==> config.mk <==
export PLATFORM = sky130hd
export DESIGN_NAME = ttc_irq_sched6_flat
export DESIGN_NICKNAME = d
export VERILOG_FILES = /design/src/rtl/ttc_irq_sched6_pkg.sv /design/src/rtl/ttc_irq_sched6_if.sv /design/src/rtl/ttc_irq_sched6_arb.sv /design/src/rtl/ttc_irq_sched6.sv /design/src/flat_wrapper.sv
export SDC_FILE = /design/constraint.sdc
export NUM_CORES = 1
export LEC_CHECK = 0
export CAP_MARGIN = 0
export CORE_ASPECT_RATIO = 0.9
export CORE_MARGIN = 2
export CORE_UTILIZATION = 36
export DETAILED_ROUTE_END_ITERATION = 16
export PLACE_DENSITY_LB_ADDON = 0.05
export REMOVE_ABC_BUFFERS = 1
export SYNTH_ARGS = -nofsm -noshare
export SYNTH_HDL_FRONTEND = slang
export SYNTH_SLANG_ARGS = --single-unit
==> constraint.sdc <==
create_clock -name pclk6 -period 2.42 [get_ports pclk6]
set_clock_uncertainty 0.2 [all_clocks]
set_input_delay 0.605 -clock pclk6 [delete_from_list [all_inputs] [get_ports pclk6]]
set_output_delay 0.605 -clock pclk6 [all_outputs]
set_load 0.005 [all_outputs]
==> src/rtl/ttc_irq_sched6_pkg.sv <==
`default_nettype none
// ============================================================================
// Module   : ttc_irq_sched_pkg6
// Brief    : Shared types and constants for the TTC interrupt scheduler.
// Revision : 1.0 - initial release
// ============================================================================
package ttc_irq_sched_pkg6;

   typedef enum logic [1:0] {
      ST_IDLE   = 2'd0,
      ST_SETUP  = 2'd1,
      ST_ACCESS = 2'd2,
      ST_POST   = 2'd3
   } state_t;

   typedef logic [1:0] tid_t;

   localparam logic [7:0]  c_INT_REG_BASE = 8'h54;
   localparam int unsigned c_REG_STRIDE   = 4;
   localparam tid_t        c_TID_NONE     = 2'd0;
   localparam tid_t        c_TID_LAST     = 2'd3;

   // Round-robin successor over timer IDs 1..3, wrapping 3 -> 1.
   function automatic tid_t rr_next(input tid_t id);
      return (id == c_TID_LAST) ? 2'd1 : id + 2'd1;
   endfunction

endpackage
`default_nettype wire

==> src/rtl/ttc_irq_sched6_if.sv <==
`default_nettype none
// ============================================================================
// Module   : ttc_irq_sched6_if
// Brief    : APB master port towards the TTC plus the event handshake.
// Revision : 1.0 - initial release
// ============================================================================
interface ttc_irq_sched6_if;
   import ttc_irq_sched_pkg6::*;

   logic        m_psel;
   logic        m_penable;
   logic        m_pwrite;
   logic [7:0]  m_paddr;
   logic [31:0] m_prdata;
   logic        evt_valid;
   logic        evt_ready;
   tid_t        evt_id;
   logic [5:0]  evt_status;

   modport master (
      output m_psel, m_penable, m_pwrite, m_paddr, evt_valid, evt_id, evt_status,
      input  m_prdata, evt_ready
   );

   modport slave (
      input  m_psel, m_penable, m_pwrite, m_paddr, evt_valid, evt_id, evt_status,
      output m_prdata, evt_ready
   );

endinterface
`default_nettype wire

==> src/rtl/ttc_irq_sched6_arb.sv <==
`default_nettype none
// ============================================================================
// Module   : ttc_rr_arb6
// Brief    : 3-way combinational round-robin picker; grant 0 means no request.
// Revision : 1.0 - initial release
// ============================================================================
module ttc_rr_arb6
   import ttc_irq_sched_pkg6::*;
(
   input  logic [3:1] req,
   input  tid_t       last_grant,
   output tid_t       grant
);

   logic [3:0] w_req;
   tid_t       w_c1;
   tid_t       w_c2;
   tid_t       w_c3;

   assign w_req = {req, 1'b0};
   assign w_c1  = rr_next(last_grant);
   assign w_c2  = rr_next(w_c1);
   assign w_c3  = rr_next(w_c2);

   always_comb begin
      grant = c_TID_NONE;
      if (w_req[w_c1])      grant = w_c1;
      else if (w_req[w_c2]) grant = w_c2;
      else if (w_req[w_c3]) grant = w_c3;
   end

endmodule
`default_nettype wire

==> src/rtl/ttc_irq_sched6.sv <==
`default_nettype none
// ============================================================================
// Module   : ttc_irq_sched6
// Brief    : Round-robin TTC interrupt scheduler: reads the read-to-clear
//            status of the granted timer over APB and posts it as an event.
//            Define TTC_IRQ_SCHED_STATS_EN for per-timer service counters.
// Revision : 1.0 - initial release
// ============================================================================
module ttc_irq_sched6
   import ttc_irq_sched_pkg6::*;
#(
   parameter logic [7:0] INT_REG_BASE = c_INT_REG_BASE
)(
   input  logic                    pclk6,
   input  logic                    n_p_reset6,
   input  logic                    sched_en,
   input  logic [3:1]              ttc_int,
   ttc_irq_sched6_if.master        bus,
   output logic                    busy
`ifdef TTC_IRQ_SCHED_STATS_EN
   ,
   output logic [7:0]              svc_cnt_1,
   output logic [7:0]              svc_cnt_2,
   output logic [7:0]              svc_cnt_3
`endif
);

   state_t     r_state;
   state_t     w_next;
   tid_t       r_grant;
   tid_t       r_last_grant;
   logic [5:0] r_status;
   logic       r_holdoff;
   tid_t       w_arb_grant;
   logic [7:0] w_paddr;
   logic       w_psel;
   logic       w_penable;
   logic [7:0] w_paddr_out;
   logic       w_evt_valid;
   tid_t       w_evt_id;
   logic [5:0] w_evt_status;
   logic       w_accept;
   logic       w_unused_prdata;

   ttc_rr_arb6 u_arb (
      .req        (ttc_int),
      .last_grant (r_last_grant),
      .grant      (w_arb_grant)
   );

   assign w_paddr         = INT_REG_BASE + 8'(c_REG_STRIDE) * {6'd0, r_grant - 2'd1};
   assign w_unused_prdata = ^bus.m_prdata[31:6];
   assign w_accept        = (r_state == ST_POST) && bus.evt_ready;

   always_ff @(posedge pclk6 or negedge n_p_reset6) begin
      if (!n_p_reset6) r_state <= ST_IDLE;
      else             r_state <= w_next;
   end

   // r_holdoff keeps IDLE from rearbitrating in the cycle right after a
   // spurious read, giving the TTC's registered interrupt lines time to drop.
   always_comb begin
      w_next       = r_state;
      w_psel       = 1'b0;
      w_penable    = 1'b0;
      w_paddr_out  = 8'h00;
      w_evt_valid  = 1'b0;
      w_evt_id     = c_TID_NONE;
      w_evt_status = 6'h00;
      case (r_state)
         ST_IDLE: begin
            if (sched_en && !r_holdoff && (w_arb_grant != c_TID_NONE))
               w_next = ST_SETUP;
         end
         ST_SETUP: begin
            w_psel      = 1'b1;
            w_paddr_out = w_paddr;
            w_next      = ST_ACCESS;
         end
         ST_ACCESS: begin
            w_psel      = 1'b1;
            w_penable   = 1'b1;
            w_paddr_out = w_paddr;
            w_next      = (bus.m_prdata[5:0] != 6'h00) ? ST_POST : ST_IDLE;
         end
         ST_POST: begin
            w_evt_valid  = 1'b1;
            w_evt_id     = r_grant;
            w_evt_status = r_status;
            if (bus.evt_ready) w_next = ST_IDLE;
         end
         default: w_next = ST_IDLE;
      endcase
   end

   always_ff @(posedge pclk6 or negedge n_p_reset6) begin
      if (!n_p_reset6) begin
         r_grant      <= c_TID_NONE;
         r_last_grant <= c_TID_LAST;
         r_status     <= 6'h00;
         r_holdoff    <= 1'b0;
      end else begin
         r_holdoff <= (r_state == ST_ACCESS);
         if ((r_state == ST_IDLE) && (w_next == ST_SETUP))
            r_grant <= w_arb_grant;
         if (r_state == ST_ACCESS) begin
            r_status     <= bus.m_prdata[5:0];
            r_last_grant <= r_grant;
         end
      end
   end

   assign bus.m_psel     = w_psel;
   assign bus.m_penable  = w_penable;
   assign bus.m_pwrite   = 1'b0;
   assign bus.m_paddr    = w_paddr_out;
   assign bus.evt_valid  = w_evt_valid;
   assign bus.evt_id     = w_evt_id;
   assign bus.evt_status = w_evt_status;
   assign busy           = (r_state != ST_IDLE);

`ifdef TTC_IRQ_SCHED_STATS_EN
   logic [7:0] r_svc_cnt [1:3];

   for (genvar gi = 1; gi <= 3; gi++) begin : g_svc_cnt
      always_ff @(posedge pclk6 or negedge n_p_reset6) begin
         if (!n_p_reset6)
            r_svc_cnt[gi] <= 8'h00;
         else if (w_accept && (r_grant == tid_t'(gi)) && (r_svc_cnt[gi] != 8'hFF))
            r_svc_cnt[gi] <= r_svc_cnt[gi] + 8'h01;
      end
   end

   assign svc_cnt_1 = r_svc_cnt[1];
   assign svc_cnt_2 = r_svc_cnt[2];
   assign svc_cnt_3 = r_svc_cnt[3];
`else
   logic w_unused_accept;
   assign w_unused_accept = w_accept;
`endif

endmodule
`default_nettype wire

==> src/flat_wrapper.sv <==
// flat-port wrapper written by rule: the top's interface ports become plain ports
module ttc_irq_sched6_flat import ttc_irq_sched_pkg6::*;
#(
   parameter logic [7:0] INT_REG_BASE = c_INT_REG_BASE
)
  (pclk6, n_p_reset6, sched_en, ttc_int, busy, bus_m_psel, bus_m_penable, bus_m_pwrite, bus_m_paddr, bus_evt_valid, bus_evt_id, bus_evt_status, bus_m_prdata, bus_evt_ready);
  ttc_irq_sched6_if bus_i ();
  input  logic pclk6;
  input  logic n_p_reset6;
  input  logic sched_en;
  input  logic [3:1] ttc_int;
  output logic busy;
  output wire logic [$bits(bus_i.m_psel)-1:0] bus_m_psel;
  output wire logic [$bits(bus_i.m_penable)-1:0] bus_m_penable;
  output wire logic [$bits(bus_i.m_pwrite)-1:0] bus_m_pwrite;
  output wire logic [$bits(bus_i.m_paddr)-1:0] bus_m_paddr;
  output wire logic [$bits(bus_i.evt_valid)-1:0] bus_evt_valid;
  output wire logic [$bits(bus_i.evt_id)-1:0] bus_evt_id;
  output wire logic [$bits(bus_i.evt_status)-1:0] bus_evt_status;
  input wire logic [$bits(bus_i.m_prdata)-1:0] bus_m_prdata;
  input wire logic [$bits(bus_i.evt_ready)-1:0] bus_evt_ready;
  assign bus_m_psel = bus_i.m_psel;
  assign bus_m_penable = bus_i.m_penable;
  assign bus_m_pwrite = bus_i.m_pwrite;
  assign bus_m_paddr = bus_i.m_paddr;
  assign bus_evt_valid = bus_i.evt_valid;
  assign bus_evt_id = bus_i.evt_id;
  assign bus_evt_status = bus_i.evt_status;
  assign bus_i.m_prdata = bus_m_prdata;
  assign bus_i.evt_ready = bus_evt_ready;
  ttc_irq_sched6 #(.INT_REG_BASE(INT_REG_BASE)) u_core (.pclk6(pclk6), .n_p_reset6(n_p_reset6), .sched_en(sched_en), .ttc_int(ttc_int), .bus(bus_i), .busy(busy));
endmodule
# Word-level counts from Yosys, hierarchy flattened
# Cells that the tools add are included.
# totals
latch_bits	0
memories	0
out_inout_bits	21
romBits	0
register_bits	13
wordCells	51
in_bits	39
mem_bits_rw	0
# op_classes
magnitude_cmp	3
bitwise_logic	0
n_eq_ne	7
mux	22
n_reduce_logical	9
shifts	0
div	0
add_sub_neg	5
multipliers	0
# ops
op	n
2-bit 2-to-1 mux	10
2-bit == test, second input constant	5
2-bit by 3-bit < comparator with 1-bit output, second input constant	3
7-bit by 4-bit adder with 8-bit output, first input constant	1
8-bit 2-to-1 mux	1
2-bit one-hot mux with 4 select lines	1
2-bit by 1-bit adder with 2-bit output, second input constant	3
1-bit binary-select mux with 2-bit select	3
1-bit 2-to-1 mux	6
6-bit 2-to-1 mux	1
6-bit nonzero test	1
2-bit by 1-bit == test with 1-bit output, second input constant	2
2-bit nonzero test	2
1-bit logical AND	3
2-bit zero test	1
2-bit OR reduction	1
2-bit by 1-bit subtractor with 2-bit output, second input constant	1
1-bit zero test	1

# Logic depth before layout (Yosys ltp)
# Gate-level depths: netlist (run 1).
# depth
depth_word	17
depth_mapped	7
depth_no_buf	7

# Cells and area by module
# From an unflattened synthesis (run 1), not the netlist that was laid out.
# unflattened
hier_cells	85
hier_area_um2	870.8
# modules_own_cells
module	n_inst	seq_area_each_um2	cells_each	area_per_inst_um2
ttc_irq_sched6	1	327.8	67	763.2
ttc_rr_arb6	1	0.0	18	107.6

# Least setup slack after synthesis (run 1)
# No wires, ideal clock.
# synth_path
path_type	reg-to-reg
from	register u_core.r_last_grant[0]
to	register u_core.r_state[0]
stages_incl_launch_ff	8
t_arrival_ns	1.793
n_path_buf	0
setup_slack_ns	0.301
setup_ns	0.126
required_ns	2.094
cell_sequence	dfstp_2 -> inv_1 -> ha_1 -> nand3b_1 -> a21boi_2 -> o311a_1 -> a21oi_1 -> a221o_1
# synth_between
elab_chain_cells	15
elab_cells_between_ends	22
# synth_rtl
element	line	source
start, declared	ttc_irq_sched6.sv:31	tid_t r_last_grant;
start signal, assigned	ttc_irq_sched6.sv:99	r_last_grant <= c_TID_LAST;
start signal, assigned	ttc_irq_sched6.sv:108	r_last_grant <= r_grant;
2-bit by 1-bit adder with 2-bit output / 2-bit == test (equally long branches)	ttc_irq_sched6_pkg.sv:25	return (id == c_TID_LAST) ? 2'd1 : id + 2'd1;
2-bit 2-to-1 mux *	ttc_irq_sched6_pkg.sv:25	
2-bit by 1-bit adder with 2-bit output / 2-bit == test (equally long branches)	ttc_irq_sched6_pkg.sv:25	
2-bit 2-to-1 mux	ttc_irq_sched6_pkg.sv:25	
2-bit by 1-bit adder with 2-bit output / 2-bit == test (equally long branches)	ttc_irq_sched6_pkg.sv:25	
2-bit 2-to-1 mux	ttc_irq_sched6_pkg.sv:25	
1-bit binary-select mux with 2-bit select	ttc_irq_sched6_arb.sv:29	else if (w_req[w_c3]) grant = w_c3;
1-bit 2-to-1 mux (implied by the code)	ttc_irq_sched6_arb.sv:29	
2-bit 2-to-1 mux	ttc_irq_sched6_arb.sv:29	
2-bit 2-to-1 mux	ttc_irq_sched6_arb.sv:28	else if (w_req[w_c2]) grant = w_c2;
2-bit 2-to-1 mux *	ttc_irq_sched6_arb.sv:27	if (w_req[w_c1]) grant = w_c1;
2-bit nonzero test *	ttc_irq_sched6.sv:72	if (sched_en && !r_holdoff && (w_arb_grant != c_TID_NONE))
1-bit logical AND *	ttc_irq_sched6.sv:72	
2-bit 2-to-1 mux *	ttc_irq_sched6.sv:72	
2-bit one-hot mux with 4 select lines *	ttc_irq_sched6.sv:70	case (r_state)
net u_core.w_next[0]	ttc_irq_sched6.sv:29	state_t w_next;
end signal, assigned	ttc_irq_sched6.sv:57	else r_state <= w_next;
end, declared	ttc_irq_sched6.sv:28	state_t r_state;
# Mark *: on every way through the listed nets, which the timed path passes. The rest lies on a longest branch. The select of a mux whose other input is x is not followed.
# A chain may end at the register's enable or synchronous reset.

# Worst setup path after layout (run 1)
# layout_path
from	register u_core.r_state[1]
to	output bus_evt_valid
# layout_between
elab_chain_cells	2
# layout_rtl
element	line	source
2-bit == test	n/a	
1-bit 2-to-1 mux	ttc_irq_sched6.sv:70	
end, declared	flat_wrapper.sv:17	output wire logic [$bits(bus_i.evt_valid)-1:0] bus_evt_valid;
# No other way between the ends.

==> impl_metrics.py, run 1 <==
metrics = {
    "critical_path": {
        "worstPathArrival_ns": 1.54,
        "cp.required_ns": 1.62,
        "cp-start-kind": "register",
        "worst_setup_path_end_kind": "output pin",
        "path_class": "register to output pin",
        "critPathMaxFanout": 7,
    },
    "synthesis": {
        "yosysSeqAreaShare_pct": 35.5,
        "synth-main-ff-cell": "dfrtp_1",
        "syn-mean-instance-area_um2": 9.51,
        "synth_area_um2": 922,
        "yosys_warnings": 0,
        "synthDistinctLibCells": 30,
        "syn_inst": 97,
        "ys_async_sr_fraction_pct": 100,
        "synth_edf_count": 0,
        "synth-seq-cells": 13,
    },
    "power_and_ir_drop": {
        "p_sw_share_pct": 37.7,
        "seqPwrFrac_pct": 24.2,
        "p_leak_nw": 0.815,
        "vdd_ir_drop_max_v": 0.000716,
        "power_per_cell_area_mw_per_mm2": 1190,
        "switchingPower_w": 0.000624,
        "p_int_w": 0.00103,
        "power_w": 0.00166,
        "pwr-share-comb_pct": 67.8,
        "clockPowerShare_pct": 7.9,
    },
    "job": {
        "cap_violations": 0,
    },
    "route": {
        "drt_iter0_drc": 13,
        "vias": 799,
        "wl_mm": 2.05,
        "dr.pass1.iters": 4,
        "vias_per_cell": 4.93,
        "drc": 0,
        "wl_per_cell_um": 12.6,
        "ant_nets": 0,
    },
    "place": {
        "dpl_cell_area_mm2": 0.00123,
        "dp_hpwl_mm": 1.52,
        "io_buffers": 29,
        "gp_congestion": 0.877,
    },
    "cts": {
        "cts_tree": "yes",
        "cts_max_level": 1,
        "cts_buffer_depth": 2,
        "insertion_delay_ns": 0.27,
        "cts_root_buf": "clkbuf_4",
        "cts-buffers-inserted": 3,
        "clock_sinks": 13,
        "cts.clk_slew.worst_paths_ns": 0.08,
    },
    "timing": {
        "final_max_slew_viol_count": 0,
        "holdWs_ns": 0.305,
        "fmax_ghz": 0.427,
        "hold_viol_final": 0,
        "min_period_ns": 2.34,
        "max_slew_margin_pct": 59.8,
        "finalSetupTns_ns": 0,
        "finalSetupViolations": 0,
        "fin_crit_sh_pct": 96.8,
        "tightest_slew_ns": 0.601,
    },
    "die": {
        "row_count": 17,
        "io_pins": 60,
        "core-area_mm2": 0.00245,
        "start_util_pct": 37.7,
        "dieArea_mm2": 0.00298,
        "die_y_um": 52.0,
        "die_x_um": 57.4,
    },
    "finish": {
        "drive_gt1_share_pct": 21.6,
        "finish.net_count": 183,
        "n_fill_cell": 220,
        "final_core_util_pct": 57.0,
        "syn_to_final_growth_pct": 51.3,
        "layout_common_cells": "14 x clkdlybuf4s50_1, 14 x dlymetal6s2s_1, 11 x dfrtp_1",
        "finalInstanceArea_mm2": 0.00140,
        "diodes": 0,
    },
    "global_routing": {
        "overflow": 0,
        "track_usage_pct": 14.5,
        "grt_pass1_vias": 755,
        "grt_max_degree": 14,
        "antenna_found_initial": 0,
        "grt_pass1_wl_mm": 3.32,
    },
    "hold_path": {
        "hp-class": "register to register",
    },
    "outcome": {
        "status": "completed",
    },
}
-- critical path, cell delays in order, from the launching register on --
cell and delay, ns:
dfrtp_1 0.39, buf_4 0.15, ha_4 0.17, buf_12 0.12
clkdlybuf4s50_1 0.43
-- through the flow --
stage / worst slack [ns] / cells
6_report: 0.0778 / 162
3_3_place_gp: -0.0422 / 153
4_1_cts: -0.0969 / 160
2_1_floorplan: 0.301 / 94
3_5_place_dp: -0.0372 / 153
5_1_grt: -0.000945 / 162
-- per-layer routing --
| layer | GRT usage [%] | share of wire, % |
|---|---|---|
| met2 | 26.7 | 51 |
| met4 | 5.81 | 0.49 |
| met1 | 17.0 | 42 |
| met5 | 0 | 0 |
| met3 | 1.74 | 6.2 |
-- sequential cells by signal (all words and copies together), names as in the netlist --
register             flops
u_core.r_last_grant      2
u_core.r_holdoff         1
u_core.r_status          6
u_core.r_grant           2
u_core.r_state           2
-- cell families after synthesis --
kind of cell               count (synthesis)  share of synthesized area [%]
and+or+nand+nor                           29                           17.2
other                                      1                          0.407
buffers and inverters                     15                           8.14
DFF                                       13                           35.5
muxes                                      9                           10.7
xor gates and xnor gates                   1                          0.950
AOI/OAI and AO/OA                         20                           14.8
adders and majority gates                  9                           12.2
-- cells in the mapped netlist, drive strengths merged (2+ instances only) --
cell type	number	area, µm²
a21oi	3	15.0
dfstp	2	52.6
and2	9	56.3
nand2	8	30.0
inv	9	33.8
mux2	7	78.8
mux2i	2	20.0
ha	9	113
a31oi	3	18.8
o21ai	6	30.0
nor2b	6	37.5
dfrtp	11	275
buf	5	37.5
nor2	2	7.51
-- power groups by stage --
stage               Sequential [W]  Combinational (W)  Clock, W
floorplan                 0.000395           0.000607         0
global placement          0.000401            0.00100         0
detailed placement        0.000408            0.00101         0
CTS                       0.000398            0.00108  0.000139
global route              0.000413            0.00124  0.000151
finish                    0.000401            0.00112  0.000132
-- cell type report --
cell class | instances | area [µm²] | share of cell area [%]
timing repair buffer | 36 | 389 | 27.9
inverter | 9 | 33.8 | 2.42
sequential | 13 | 328 | 23.5
tap | 28 | 35.0 | 2.51
clock buffer | 4 | 26.3 | 1.88
multi-input combinational | 72 | 583 | 41.8
-- what timing repair did --
item,CTS,global route
buffers inserted,3,2
pin swaps,1,0
setup endpoints to repair,16,16
endpoints found under the hold margin,0,0
resized for setup,4,21
hold buffers,0,0
-- worst paths after layout --
path	start	end	slack (ns)	depth (start not counted)
max	u_core.r_state[1]$_DFF_PN0_	bus_evt_valid	0.08	4
min	u_core.r_status[4]$_DFFE_PN0P_	u_core.r_status[4]$_DFFE_PN0P_	0.31	1
min in group asynchronous	n_p_reset6	u_core.r_status[0]$_DFFE_PN0P_	0.51	1
max in group asynchronous	n_p_reset6	u_core.r_grant[1]$_DFFE_PN0P_	1.12	1
max reg2reg	u_core.r_last_grant[0]$_DFFE_PN1P_	u_core.r_state[0]$_DFF_PN0_	0.13	7
min reg2reg	u_core.r_status[4]$_DFFE_PN0P_	u_core.r_status[4]$_DFFE_PN0P_	0.31	1
Note: power is estimated with default switching activity, not from simulation.
==> run 2, diff against run 1 <==
Settings changed: CORE_UTILIZATION 36 to 35, PLACE_DENSITY from default to 0.8, PLACE_DENSITY_LB_ADDON 0.05 to default, SYNTH_HIERARCHICAL from default to 1.
==> run 2 against run 1 <==
  * The run now ends with setup timing left
  * Critical path depth is 5 higher
  * Critical endpoint is now u_core/r_grant[0]$_DFFE_PN0P_
  * Maximum frequency down 6.7%
  * Die area down 2.7%
  * Critical path type is now register to register
  * Largest power group unchanged
==> impl_metrics.py, run 2 <==
metrics = {
    "critical_path": {
        "worstPathArrival_ns": 2.47,
        "path_class": "register to register",
        "cp-start-kind": "register",
        "cp.required_ns": 2.38,
        "critPathMaxFanout": 6,
        "worst_setup_path_end_kind": "register",
    },
    "finish": {
        "syn_to_final_growth_pct": 65.2,
        "largest_reg_flops": 6,
        "regArea_um2": 330,
        "layout_commonest_cell": "clkdlybuf4s50_1",
        "drive_gt1_share_pct": 40.3,
        "layout_common_cells": "20 x clkdlybuf4s50_1, 13 x buf_4, 11 x and2_1",
        "multi_input_area_um2": 611,
        "largest_register": "u_core/r_status",
        "finish.net_count": 176,
        "diodes": 0,
        "n_fill_cell": 217,
    },
    "cts": {
        "cts_buffer_depth": 2,
        "cts-buffers-inserted": 3,
        "cts_max_level": 1,
        "insertion_delay_ns": 0.27,
        "cts_tree": "yes",
        "clock_sinks": 13,
        "hold_buffers": 0,
        "cts.clk_slew.worst_paths_ns": 0.08,
        "cts_root_buf": "clkbuf_4",
    },
    "global_routing": {
        "grt_max_degree": 14,
        "grt_pass1_wl_mm": 3.28,
        "track_usage_pct": 14.5,
        "antenna_found_initial": 0,
        "overflow": 0,
        "grt_pass1_vias": 781,
    },
    "power_and_ir_drop": {
        "clockPowerShare_pct": 6.9,
        "p_sw_share_pct": 37.9,
        "p_leak_nw": 0.659,
        "seqPwrFrac_pct": 22.2,
        "p_int_w": 0.00118,
        "switchingPower_w": 0.000721,
        "power_per_cell_area_mw_per_mm2": 1320,
        "vdd_ir_drop_max_v": 0.000658,
        "pwr-share-comb_pct": 70.9,
    },
    "synthesis": {
        "yosysSeqAreaShare_pct": 37.6,
        "synth-seq-cells": 13,
        "yosys_warnings": 6,
        "yosysTopAreaCellShare_pct": 31.6,
        "ys_async_sr_fraction_pct": 100,
        "synth_top_cell_by_area": "dfrtp_1",
        "syn-mean-instance-area_um2": 10.2,
        "synth_area_um2": 871,
        "synth.area.top_cells": "dfrtp_1 32%, mux2_2 13%, ha_1 10%",
        "synth_edf_count": 0,
        "synthTopCellsByCount": "11 x and2_1, 11 x dfrtp_1, 10 x mux2_2",
        "synth-main-ff-cell": "dfrtp_1",
        "syn_inst": 85,
        "synthDistinctLibCells": 30,
    },
    "timing": {
        "tightest_slew_ns": 0.594,
        "finalSetupTns_ns": -0.178,
        "hold_viol_final": 0,
        "finalSetupViolations": 2,
        "min_period_ns": 2.51,
        "holdWs_ns": 0.307,
        "fin_crit_sh_pct": 104,
        "final_max_slew_viol_count": 0,
        "max_slew_margin_pct": 60.3,
        "timing.final.ws_setup_ns": -0.0907,
        "fmax_ghz": 0.398,
        "rsz0062_at_grt": "true",
    },
    "route": {
        "drc": 0,
        "vias": 785,
        "dr.pass1.iters": 4,
        "wl_met1_um": 899,
        "wl_met2_mm": 1.19,
        "drt_iter0_drc": 4,
        "wl_per_cell_um": 14.4,
        "wl_mm": 2.27,
        "wl_met3_um": 142,
        "vias_per_cell": 5.00,
        "maxUsedRoutingLayer": "met4",
        "ant_nets": 0,
    },
    "place": {
        "gp_congestion": 0.758,
        "post-place-ws_ns": -0.359,
        "io_buffers": 29,
        "dp_hpwl_mm": 1.47,
    },
    "job": {
        "cap_violations": 0,
    },
    "die": {
        "die_y_um": 51.3,
        "row_count": 17,
        "die_x_um": 56.6,
        "start_util_pct": 36.2,
        "io_pins": 60,
        "dieArea_mm2": 0.00290,
        "core-area_mm2": 0.00240,
    },
    "hold_path": {
        "hp-class": "register to register",
    },
    "outcome": {
        "status": "finished, violations left",
        "violations": "setup timing",
    },
}
==> run 2: per-layer routing <==
metal	vias to the layer above	GRT usage, %
li1	368	-
met1	383	15.4
met2	30	27.7
met3	4	3.54
met4	0	5.56
met5	-	0
==> run 2: critical path: stages (launching register included) <==
cell	delay [ns]
dfstp_2	0.54
inv_2	0.04
ha_4	0.24
or3_4	0.38
nand2_4	0.08
o2bb2ai_2	0.07
or2_4	0.29
a31oi_4	0.20
a211oi_4	0.06
mux2_4	0.30
==> run 2: kinds of logic after synthesis <==
group,count (synthesis),synth area share (%)
other,1,0.431
buffers and inverters,15,8.76
and+or+nand+nor,23,15.4
muxes,11,14.2
xor gates and xnor gates,1,1.01
adders and majority gates,7,10.1
AOI/OAI and AO/OA,14,12.5
DFF,13,37.6
==> run 2: stage by stage <==
stage	cell area, µm²	util, %	total power [W]	instances
4_1_cts	1320	54.8	0.00162	153
3_3_place_gp	1190	49.7	0.00132	143
5_1_grt	1440	59.9	0.00206	157
6_report	1440	59.9	0.00190	157
3_5_place_dp	1190	49.7	0.00137	143
2_1_floorplan	840	-	0.000950	82
==> run 2: what timing repair did <==
action                     CTS  global route
buffers inserted             6             4
pin swaps                    7             8
setup endpoints to repair   20            12
resized for setup           16            23
==> run 2: layout make-up <==
class / count / share of cell area [%]
multi-input combinational: 60 / 42.4
timing repair buffer: 43 / 27.7
tap: 28 / 2.43
inverter: 9 / 2.61
clock buffer: 4 / 1.83
sequential: 13 / 23.0
==> run 2: path summary, 6_finish.rpt <==
path                                                         start                        endpoint  slack [ns]  depth (start not counted)
worst max-delay path            u_core/r_last_grant[0]$_DFFE_PN1P_   u_core/r_grant[0]$_DFFE_PN0P_       -0.09                          9
worst min-delay path                u_core/r_status[3]$_DFFE_PN0P_  u_core/r_status[3]$_DFFE_PN0P_        0.31                          1
worst max register to register  u_core/r_last_grant[0]$_DFFE_PN1P_   u_core/r_grant[0]$_DFFE_PN0P_       -0.09                          9
worst min register to register      u_core/r_status[3]$_DFFE_PN0P_  u_core/r_status[3]$_DFFE_PN0P_        0.31                          1
max in group asynchronous                               n_p_reset6     u_core/r_state[0]$_DFF_PN0_        1.09                          1
min in group asynchronous                               n_p_reset6  u_core/r_status[0]$_DFFE_PN0P_        0.51                          1
==> run 2: power by group through the flow <==
| stage | clock (W) | sequential (W) | combinational (W) |
|---|---|---|---|
| 3_3_place_gp | 0 | 0.000405 | 0.000911 |
| 5_1_grt | 0.000146 | 0.000437 | 0.00147 |
| 2_1_floorplan | 0 | 0.000399 | 0.000551 |
| 4_1_cts | 0.000133 | 0.000418 | 0.00107 |
| 3_5_place_dp | 0 | 0.000415 | 0.000955 |
| 6_report | 0.000131 | 0.000423 | 0.00135 |
==> run 3, diff against run 2 <==
Settings changed: CELL_PAD_IN_SITES_DETAIL_PLACEMENT from default to 1, CELL_PAD_IN_SITES_GLOBAL_PLACEMENT from default to 1, CORE_UTILIZATION 35 to 24, PLACE_DENSITY 0.8 to default, PLACE_DENSITY_LB_ADDON from default to 0.1.
==> run 3 against run 2 <==
  * The flow still finishes with violations (setup timing)
  * Non-clock buffer count rose by 2
  * Sequential cell count did not move
  * Combinational power fell by 7%
  * Core utilization fell by 18 points
  * Highest routed layer is now met3
  * Setup slack improved by 0.031 ns
  * Global-route usage fell by 3.6 points
  * Worst hold slack got worse by 0.0034 ns
  * Final area rose by 0.35%
  * Cell count rose by 11%
==> impl_metrics.py, run 3 (synthesized netlist as in run 2, its figures left out) <==
metrics = {
    "timing": {
        "finalSetupViolations": 2,
        "tightest_slew_ns": 0.596,
        "min_period_ns": 2.48,
        "max_slew_margin_pct": 60.1,
        "hold_viol_final": 0,
        "timing.final.ws_setup_ns": -0.0598,
        "fmax_ghz": 0.403,
        "fin_crit_sh_pct": 102,
        "final_max_slew_viol_count": 0,
        "rsz0062_at_grt": "true",
        "finalSetupTns_ns": -0.119,
    },
    "critical_path": {
        "worstPathArrival_ns": 2.40,
        "cp-start-kind": "register",
        "reg2reg_to": "u_core/r_grant[1]$_DFFE_PN0P_",
        "critPathMaxFanout": 6,
        "path_class": "register to register",
        "rr_worst_depth": 9,
        "cp.required_ns": 2.34,
        "worst_setup_path_end_kind": "register",
        "r2r_setup_slack_ns": -0.06,
        "r2r_start": "u_core/r_last_grant[0]$_DFFE_PN1P_",
    },
    "die": {
        "start_util_pct": 25.4,
        "die_x_um": 67.5,
        "core-area_mm2": 0.00343,
        "row_count": 20,
        "dieArea_mm2": 0.00413,
        "io_pins": 60,
        "die_y_um": 61.1,
    },
    "job": {
        "cap_violations": 0,
    },
    "route": {
        "wl_mm": 2.11,
        "ant_nets": 0,
        "vias": 753,
        "drt_iter0_drc": 7,
        "vias_per_cell": 4.30,
        "dr.pass1.iters": 4,
        "drc": 0,
        "wl_per_cell_um": 12.0,
    },
    "cts": {
        "cts-buffers-inserted": 3,
        "clock_sinks": 13,
        "insertion_delay_ns": 0.23,
        "cts_max_level": 1,
        "cts_tree": "yes",
        "cts_root_buf": "clkbuf_8",
        "cts.clk_slew.worst_paths_ns": 0.05,
        "cts_buffer_depth": 2,
    },
    "finish": {
        "largest_register": "u_core/r_status",
        "layout_common_cells": "16 x clkdlybuf4s50_1, 15 x buf_4, 13 x dlygate4sd2_1",
        "final_core_util_pct": 42.1,
        "finish.net_count": 178,
        "syn_to_final_growth_pct": 65.8,
        "drive_gt1_share_pct": 38.9,
        "layout_commonest_cell": "clkdlybuf4s50_1",
        "largest_reg_flops": 6,
        "fin_cells": 175,
        "diodes": 0,
    },
    "outcome": {
        "status": "finished, violations left",
        "violations": "setup timing",
    },
    "global_routing": {
        "grt_pass1_vias": 766,
        "grt_pass1_wl_mm": 3.48,
        "grt_max_degree": 14,
        "track_usage_pct": 10.9,
        "overflow": 0,
        "antenna_found_initial": 0,
    },
    "hold_path": {
        "hold_end": "u_core/r_status[5]$_DFFE_PN0P_",
        "hold_start": "u_core/r_status[5]$_DFFE_PN0P_",
        "worstHoldPathCells": 1,
        "hp-class": "register to register",
    },
    "place": {
        "dp_hpwl_mm": 1.58,
        "gp_congestion": 0.670,
        "io_buffers": 29,
        "placed_cells": 163,
    },
    "power_and_ir_drop": {
        "power_per_cell_area_mw_per_mm2": 1280,
        "p_leak_nw": 0.664,
        "power_w": 0.00184,
        "vdd_ir_drop_max_v": 0.000462,
    },
}
==> run 3: changes by cell type in the layout (fill, tap and decap cells not counted), moves of 2 or more <==
cell             delta
dlymetal6s2s_1      -3
clkdlybuf4s50_1     -4
dlygate4sd2_1       +7
clkbuf_4            -3
buf_4               +2
clkbuf_8            +3
==> run 3: how the worst max path moves through the flow <==
stage	start	endpoint	slack, ns	cells past startpoint
after CTS	u_core/r_last_grant[1]$_DFFE_PN1P_	u_core/r_grant[1]$_DFFE_PN0P_	-0.08	9
final	u_core/r_last_grant[0]$_DFFE_PN1P_	u_core/r_grant[1]$_DFFE_PN0P_	-0.06	9
after floorplan	u_core/r_last_grant[0]$_DFFE_PN1P_	u_core/r_grant[0]$_DFFE_PN0P_	-0.03	9
after detailed placement	ttc_int[1]	u_core/r_grant[1]$_DFFE_PN0P_	-0.36	8
after global placement	ttc_int[1]	u_core/r_grant[1]$_DFFE_PN0P_	-0.30	8
after global routing	u_core/r_last_grant[0]$_DFFE_PN1P_	u_core/r_grant[0]$_DFFE_PN0P_	-0.12	9
==> run 3: timing repair <==
item,4_1_cts,5_1_grt
pin swaps,5,6
gates cloned,0,0
setup buffers,8,0
gates resized for setup,21,16
setup endpoints to repair,19,4
hold buffers,0,0
==> run 3: area by class of cell <==
class	instances	area, µm²
fillers	385	1980
multi-input cells	60	579
repair buffers	45	398
flip-flops and latches	13	329
well taps	44	55.1
clock buffers	4	45.0
inverters	9	37.5
==> run 3: power breakdown <==
part	internal, W	total [W]	switching (W)
clock network	0.000116	0.000187	0.0000710
logic	0.000724	0.00125	0.000521
registers	0.000343	0.000412	0.0000693
total	0.00118	0.00184	0.000662
==> run 3: metrics by stage <==
stage / setup slack [ns] / cell area [µm²] / hold WS [ns]
3_3_place_gp: -0.303 / 1240 / 0.283
5_1_grt: -0.124 / 1440 / 0.321
4_1_cts: -0.0797 / 1380 / 0.311
6_report: -0.0598 / 1440 / 0.304
2_1_floorplan: -0.0341 / 840 / 0.109
3_5_place_dp: -0.364 / 1240 / 0.291
==> run 3: worst max-delay path, stage by stage (launching register included) <==
cell	delay (ns)
dfstp_2	0.54
inv_2	0.05
ha_4	0.26
or3_1	0.36
nand2_2	0.10
o2bb2ai_2	0.07
or2_4	0.27
a31oi_4	0.16
a211oi_4	0.06
mux2_4	0.30
==> run 3: per-layer routing <==
| metal | routed length (µm) | track usage (%) |
|---|---|---|
| met4 | 0 | 2.62 |
| met1 | 951 | 14.4 |
| met5 | 0 | 0 |
| met2 | 1030 | 18.3 |
| met3 | 124 | 2.56 |
